$ cat src/rtl/nibble_serial_adder.sv
// Multi-cycle WIDTH-bit adder: one nibble per clock through a 4-bit carry-lookahead slice,
// with the sum nibble shifted into the top of a result register.
module nibble_serial_adder #(
    parameter  int WIDTH   = 16,
    localparam int NIBBLES = WIDTH / 4
) (
    input  logic             clk,
    input  logic             rst_n,
    input  logic             start,
    input  logic [WIDTH-1:0] a,
    input  logic [WIDTH-1:0] b,
    input  logic             cin,
    output logic             busy,
    output logic             done,
    output logic [WIDTH-1:0] sum,
    output logic             cout,
    output logic             ovf
);
    localparam int CW = (NIBBLES > 1) ? $clog2(NIBBLES) : 1;

    typedef enum logic [1:0] {IDLE, RUN, DONE} state_t;

    state_t           state_q, state_d;
    logic [WIDTH-1:0] opa_q, opa_d, opb_q, opb_d;
    logic [WIDTH-1:0] res_q, res_d;
    logic [WIDTH-1:0] sum_q, sum_d;
    logic             carry_q, carry_d;
    logic             cout_q, cout_d, ovf_q, ovf_d;
    logic [CW-1:0]    cnt_q, cnt_d;

    // 4-bit CLA slice on the low nibbles
    logic [3:0] g, p, s;
    logic [4:0] c;

    always_comb begin
        g    = opa_q[3:0] & opb_q[3:0];
        p    = opa_q[3:0] ^ opb_q[3:0];
        c[0] = carry_q;
        c[1] = g[0] | (p[0] & c[0]);
        c[2] = g[1] | (p[1] & g[0]) | (p[1] & p[0] & c[0]);
        c[3] = g[2] | (p[2] & g[1]) | (p[2] & p[1] & g[0]) | (p[2] & p[1] & p[0] & c[0]);
        c[4] = g[3] | (p[3] & g[2]) | (p[3] & p[2] & g[1]) | (p[3] & p[2] & p[1] & g[0])
             | (p[3] & p[2] & p[1] & p[0] & c[0]);
        s    = p ^ c[3:0];
    end

    always_comb begin
        state_d = state_q;
        opa_d   = opa_q;
        opb_d   = opb_q;
        res_d   = res_q;
        carry_d = carry_q;
        cnt_d   = cnt_q;
        sum_d   = sum_q;
        cout_d  = cout_q;
        ovf_d   = ovf_q;
        unique case (state_q)
            IDLE, DONE: begin
                state_d = IDLE;
                if (start) begin
                    opa_d   = a;
                    opb_d   = b;
                    carry_d = cin;
                    cnt_d   = '0;
                    state_d = RUN;
                end
            end
            RUN: begin
                res_d   = (res_q >> 4) | (WIDTH'(s) << (WIDTH - 4));
                carry_d = c[4];
                opa_d   = opa_q >> 4;
                opb_d   = opb_q >> 4;
                cnt_d   = cnt_q + CW'(1);
                if (cnt_q == CW'(NIBBLES - 1)) begin
                    sum_d   = res_d;
                    cout_d  = c[4];
                    // carry into the MSB vs carry out of it
                    ovf_d   = c[3] ^ c[4];
                    state_d = DONE;
                end
            end
            default: state_d = IDLE;
        endcase
    end

    always_ff @(posedge clk or negedge rst_n) begin
        if (!rst_n) begin
            state_q <= IDLE;
            opa_q   <= '0;
            opb_q   <= '0;
            res_q   <= '0;
            carry_q <= 1'b0;
            cnt_q   <= '0;
            sum_q   <= '0;
            cout_q  <= 1'b0;
            ovf_q   <= 1'b0;
        end else begin
            state_q <= state_d;
            opa_q   <= opa_d;
            opb_q   <= opb_d;
            res_q   <= res_d;
            carry_q <= carry_d;
            cnt_q   <= cnt_d;
            sum_q   <= sum_d;
            cout_q  <= cout_d;
            ovf_q   <= ovf_d;
        end
    end

    assign busy = (state_q == RUN);
    assign done = (state_q == DONE);
    assign sum  = sum_q;
    assign cout = cout_q;
    assign ovf  = ovf_q;

endmodule

$ cat config.mk
export PLATFORM = sky130hd
export DESIGN_NAME = nibble_serial_adder
export DESIGN_NICKNAME = d
export VERILOG_FILES = /design/src/rtl/nibble_serial_adder.sv
export SDC_FILE = /design/constraint.sdc
export NUM_CORES = 1
export LEC_CHECK = 0
export BUFFER_PORTS_ARGS = -buffer_cell sky130_fd_sc_hd__buf_2
export CAP_MARGIN = 0
export CORE_ASPECT_RATIO = 0.7
export CORE_UTILIZATION = 49
export CTS_CLUSTER_DIAMETER = 50
export DETAILED_ROUTE_END_ITERATION = 7
export HOLD_SLACK_MARGIN = 0.1
export PLACE_DENSITY = 0.79
export SYNTH_ARGS = -nofsm -noshare
export SYNTH_HDL_FRONTEND = slang
export SYNTH_SLANG_ARGS = --single-unit
$ cat constraint.sdc
create_clock -name clk -period 1.4 [get_ports clk]
set_input_delay 0.14 -clock clk [delete_from_list [all_inputs] [get_ports clk]]
set_output_delay 0.14 -clock clk [all_outputs]
set_load 0.01 [all_outputs]
## Yosys cells after proc, flatten, opt, wreduce, memory -nomap -nowiden

Cells that the tools add are included.

- Register bits after elaboration: 71
- Output and inout bits: 20

- Bitwise gates (word level): 31
- $add $sub $neg: 1
- Reduce and logical (&&, ||, !) cells: 5
- Mux-type cells: 11
- Equality and inequality tests: 5

Operators with widths:

| operator | number |
|---|---|
| 16-bit case mux with 2 select lines | 2 |
| 16-bit 2-to-1 mux | 2 |
| 1-bit bitwise AND | 16 |
| 12-bit by 16-bit bitwise OR with 16-bit output | 1 |
| 1-bit bitwise OR | 10 |
| 2-bit case mux with 2 select lines | 2 |
| 4-bit XOR | 2 |
| 4-bit bitwise AND | 1 |
| 2-bit equality test (second input constant) | 2 |
| 2-bit 2-to-1 mux | 2 |
| 2-bit AND reduction | 2 |
| 2-bit by 1-bit adder with 2-bit output (second input constant) | 1 |
| 2-bit by 1-bit equality test with 1-bit output (second input constant) | 1 |
| 2-bit logical NOT | 1 |
| 1-bit 2-to-1 mux | 2 |
| 2-bit by 1-bit inequality test with 1-bit output (second input constant) | 1 |
| 2-bit inequality test (second input constant) | 1 |
| 1-bit case mux with 2 select lines | 1 |
| 2-bit nonzero test | 1 |
| 2-bit OR reduction | 1 |
| 1-bit XOR | 1 |

## Depth between registers and ports, before layout

- Word-level depth: 7
- Mapped depth: 6

## Worst setup path after synthesis

OpenSTA, ideal clock, no wires.

- Path type: reg2reg
- Start: reg opa_q[0]
- End: reg res_q[15]
- Library setup time: 128 ps
- Data arrival time: 1358 ps
- Slack: -86 ps
- Stages on the path, launching flop included: 6
- Buffers on the path: 0
- Clock period less this slack: 1486 ps
- Cells stage by stage: dfrtp_1 ha_1 a211o_1 a21oi_2 xor2_1 o21ai_0

- Word-level cells in the longest chain between the ends: 6
- Elaborated cells between the ends (all ways): 9
- Classes of those cells: bitwise (9)

Ends and longest elaborated chain:

| element | RTL line | text |
|---|---|---|
| from (decl) | 24 | `logic [WIDTH-1:0] opa_q, opa_d, opb_q, opb_d;` |
| from (signal assigned) | 99 | `opa_q <= opa_d;` |
| 4-bit bitwise AND / 4-bit XOR (equally long branches) | 36, 37 |  |
| 1-bit bitwise AND | 41 | `c[3] = g[2] \| (p[2] & g[1]) \| (p[2] & p[1] & g[0]) \| (p[2] & p[1] & p[0] & c[0]);` |
| 1-bit bitwise OR / 1-bit bitwise AND (equally long branches) | 41 |  |
| 1-bit bitwise OR * | 41 |  |
| 4-bit XOR * | 44 | `s = p ^ c[3:0];` |
| 12-bit by 16-bit bitwise OR with 16-bit output * | 69 | `res_d = (res_q >> 4) \| (WIDTH'(s) << (WIDTH - 4));` |
| to (signal assigned) | 101 | `res_q <= res_d;` |
| to (decl) | 25 | `logic [WIDTH-1:0] res_q, res_d;` |

Mark *: on every way between the ends. The rest lies on a longest branch, timed or not.
A chain may end at the register's enable or synchronous reset.

## Worst setup path after layout

- Start: reg opa_q[0]
- End: reg sum_q[15] (netlist: sum[15])

- Word-level cells in the longest chain between the ends: 6
- Elaborated cells between the ends (all ways): 9
- Classes of those cells: bitwise (9)

Ends and longest elaborated chain:

| element | RTL line | text |
|---|---|---|
| 4-bit bitwise AND / 4-bit XOR (equally long branches) | 36, 37 |  |
| 1-bit bitwise AND | 41 |  |
| 1-bit bitwise OR / 1-bit bitwise AND (equally long branches) | 41 |  |
| 1-bit bitwise OR * | 41 |  |
| 4-bit XOR * | 44 |  |
| 12-bit by 16-bit bitwise OR with 16-bit output * | 69 |  |
| to (signal assigned) | 104 | `sum_q <= sum_d;` |
| to (decl) | 26 | `logic [WIDTH-1:0] sum_q, sum_d;` |

Marks and branches as above.

==> key figures <==
Floorplan
  – Core Region: 5450 sq um
  – Full die area: between 6000 and 7000 sq um
  – Initial Util: 0.530
  – Row count: 22
  – IO Count: 56
  – Die W: roughly 94 um
  – Die Height: around 66 um

Final layout
  – Diode count: 0
  – Share of layout cells above drive strength 1: 0.282
  – Final instance area: ~3900 sq um
  – Syn-to-layout area delta: 34.1%
  – Fill count: approximately 400
  – Layout Nets: approximately 420
  – Most common cell after layout, fill and taps aside: nand2_1
  – Most frequent cells in the layout: nand2_1 (79), dfrtp_1 (67), buf_2 (55)

Logic synthesis
  – Yosys top cell area share: 0.581
  – Cell Area, Synth: approximately 2900 sq um
  – #FFs+latches synth: 67
  – Syn_nets: 320
  – Register area share after synthesis: 0.581
  – Post-synth top area cell: dfrtp_1
  – Yosys warnings: 0
  – Mapped Cells: around 280
  – Cell variety after synth: 30
  – Ranking of synthesized cells by area: dfrtp_1 (58%), nand2_1 (10%), mux2_4 (5.2%)
  – Average cell area after synthesis: 10.4 sq um

GRT
  – Vias in the first global route: approximately 2200
  – Total GRT Usage: 0.223
  – First-pass GRT wire length: just over 10 mm
  – Remaining Overflow, GRT: 0
  – Initial antenna violation count: 0
  – Largest net degree at the start of global routing: 68

Power and ir drop
  – Power, Total: around 0.0093 W
  – P_leak: 1.94 nW
  – Pwr Density: approximately 2400 nW/um^2
  – Worst IR Drop VDD: 0.922 mV

Timing
  – Slew Limit Fails: 0
  – Final WS setup: -0.149 ns
  – Tcrit/Tclk final: 1.11
  – RSZ-0062 raised after global routing: true
  – Hold Vio Cnt, Final: 0
  – Fin Hold WS: 0.0966 ns
  – Final setup fails: 7
  – Clk_skew: slightly below 0.009 ns
  – Measured slew at the worst slew-check pin: 0.351 ns
  – Rel. slew slack: 0.766
  – Fin crit period: ~1.5 ns
  – FMAX: 645 MHz

Placement
  – Pre-CTS setup slack: -0.172 ns
  – Placed Area: 3280 sq um
  – PortBufs: between 50 and 60
  – Placer Congestion: 0.738
  – DP HPWL: about 3.9 mm

Clock tree
  – Longest Clk Path Bufs: 2
  – Sink Count: 67
  – Root Buffer Master: clkbuf_8
  – Worst-Skew Late Latency: approximately 0.35 ns
  – Clk slew on worst S/H paths: roughly 0.06 ns
  – Num CTS Buffers: 9
  – # H-tree levels: 3
  – CTS tree: built

Worst setup path
  – Critical Path Sink Type: flop
  – Crit path DAT: 1.78 ns
  – Setup crit start kind: flop
  – WS Path Type: flop to flop
  – CP Max Fanout: 4
  – Critical path required time: ~1.6 ns

Route
  – Vias per Instance: a little over 5
  – Initial DRC count: 87
  – Pre-antenna DRT Iters: 4
  – Drt drc: 0
  – Final wirelength: around 6.2 mm
  – Final ANT Viol Nets: 0
  – Wirelength per Cell: approximately 14 um
  – Vias: 2282

Run status
  – Violations in the final reports: negative setup slack
  – Status: finished with violations

Job
  – Max cap viols: 0

Worst hold path
  – Tightest Hold Check Type: primary input to flop
## where the power goes
part,internal (W),leakage (nW),switching [W]
sequential,0.00290,0.817,0.000573
combinational,0.00200,1.01,0.00222
clock,0.000917,0.106,0.000708
## cell families (layout without fill, tap and decap cells)
group / count (synthesis) / after routing / share of synthesized area
muxes: 12 / 12 / 0.0598
xor gates and xnor gates: 3 / 3 / 0.00910
AOI/OAI and AO/OA: 54 / 54 / 0.121
and+or+nand+nor: 114 / 114 / 0.159
adders and majority gates: 6 / 6 / 0.0286
DFF: 67 / 67 / 0.581
buffers and inverters: 22 / 123 / 0.0425
## metrics by stage
stage | util | cells | TNS [ns]
6_report | 0.710 | 451 | -0.761
4_1_cts | 0.705 | 451 | -0.727
3_5_place_dp | 0.602 | 400 | -0.782
3_3_place_gp | 0.602 | 400 | -0.535
5_1_grt | 0.710 | 451 | -1.47
2_1_floorplan | - | 278 | -0.158
## sequential cells by signal, summed over array words and instances, names as in the netlist
name,count
cout,1
cnt_q,2
ovf,1
opb_q,16
carry_q,1
sum,16
res_q,12
state_q,2
opa_q,16
## cell usage after synthesis
master,n
or3_1,1
buf_2,12
inv_4,1
nand2b_1,2
nand2_2,1
buf_6,1
a21oi_1,4
dfrtp_1,67
nor2_2,1
fa_1,1
o21ai_0,13
nor2b_1,1
inv_1,4
nor2_1,26
and2b_1,1
nand2b_4,1
mux2_2,2
a21oi_2,1
nand2_1,79
a211o_1,1
nor3_1,1
mux2_4,10
o21a_1,1
a31oi_1,22
buf_4,4
ha_1,5
a22o_1,9
o22ai_1,2
xor2_1,3
a2bb2oi_1,1
## timing repair
action | in CTS | in global routing
hold endpoints to repair | 98 | 0
hold buffers | 32 | 0
setup buffers | 3 | 0
pin swaps | 4 | 3
endpoints found under the setup margin | 8 | 20
gates resized for setup | 4 | 5
gates cloned | 0 | 0
## path summary, 6_finish.rpt
| path | from | to | slack [ns] | cells after the start |
|---|---|---|---|---|
| max | opa_q[0] | sum[15] | -0.15 | 5 |
| max reg2reg | opa_q[0] | sum[15] | -0.15 | 5 |
| max in group asynchronous | rst_n | opa_q[0] | 0.78 | 3 |
| min in group asynchronous | rst_n | sum[8] | 0.33 | 3 |
| min | b[0] | opb_q[0] | 0.1 | 3 |
| min reg2reg | res_q[5] | res_q[5] | 0.48 | 2 |
## area by class of cell
type                            count  area, sq um  area share
Timing Repair Buffer              102          749       0.194
Clock inverter                      4         48.8      0.0126
Sequential cell                    67         1680       0.433
Multi-Input combinational cell    189         1130       0.291
Tap cell                           72         90.1      0.0233
Inverter                            5         23.8     0.00614
Clock buffer                       12          155      0.0401
## per-layer routing
metal	up-vias	track usage	wire length, um
met2	67	0.362	2870
met5	-	0	0
met1	1083	0.286	2890
li1	1124	-	-
met4	0	0.0692	102
met3	8	0.0701	329
## worst max-delay path, stage by stage, from the launching register on
cell and delay (ns):
dfrtp_1 0.38, ha_1 0.30, a211o_1 0.31, a21oi_4 0.18, xor2_1 0.19, o21ai_0 0.09
Power figures use the tool's default switching activity.
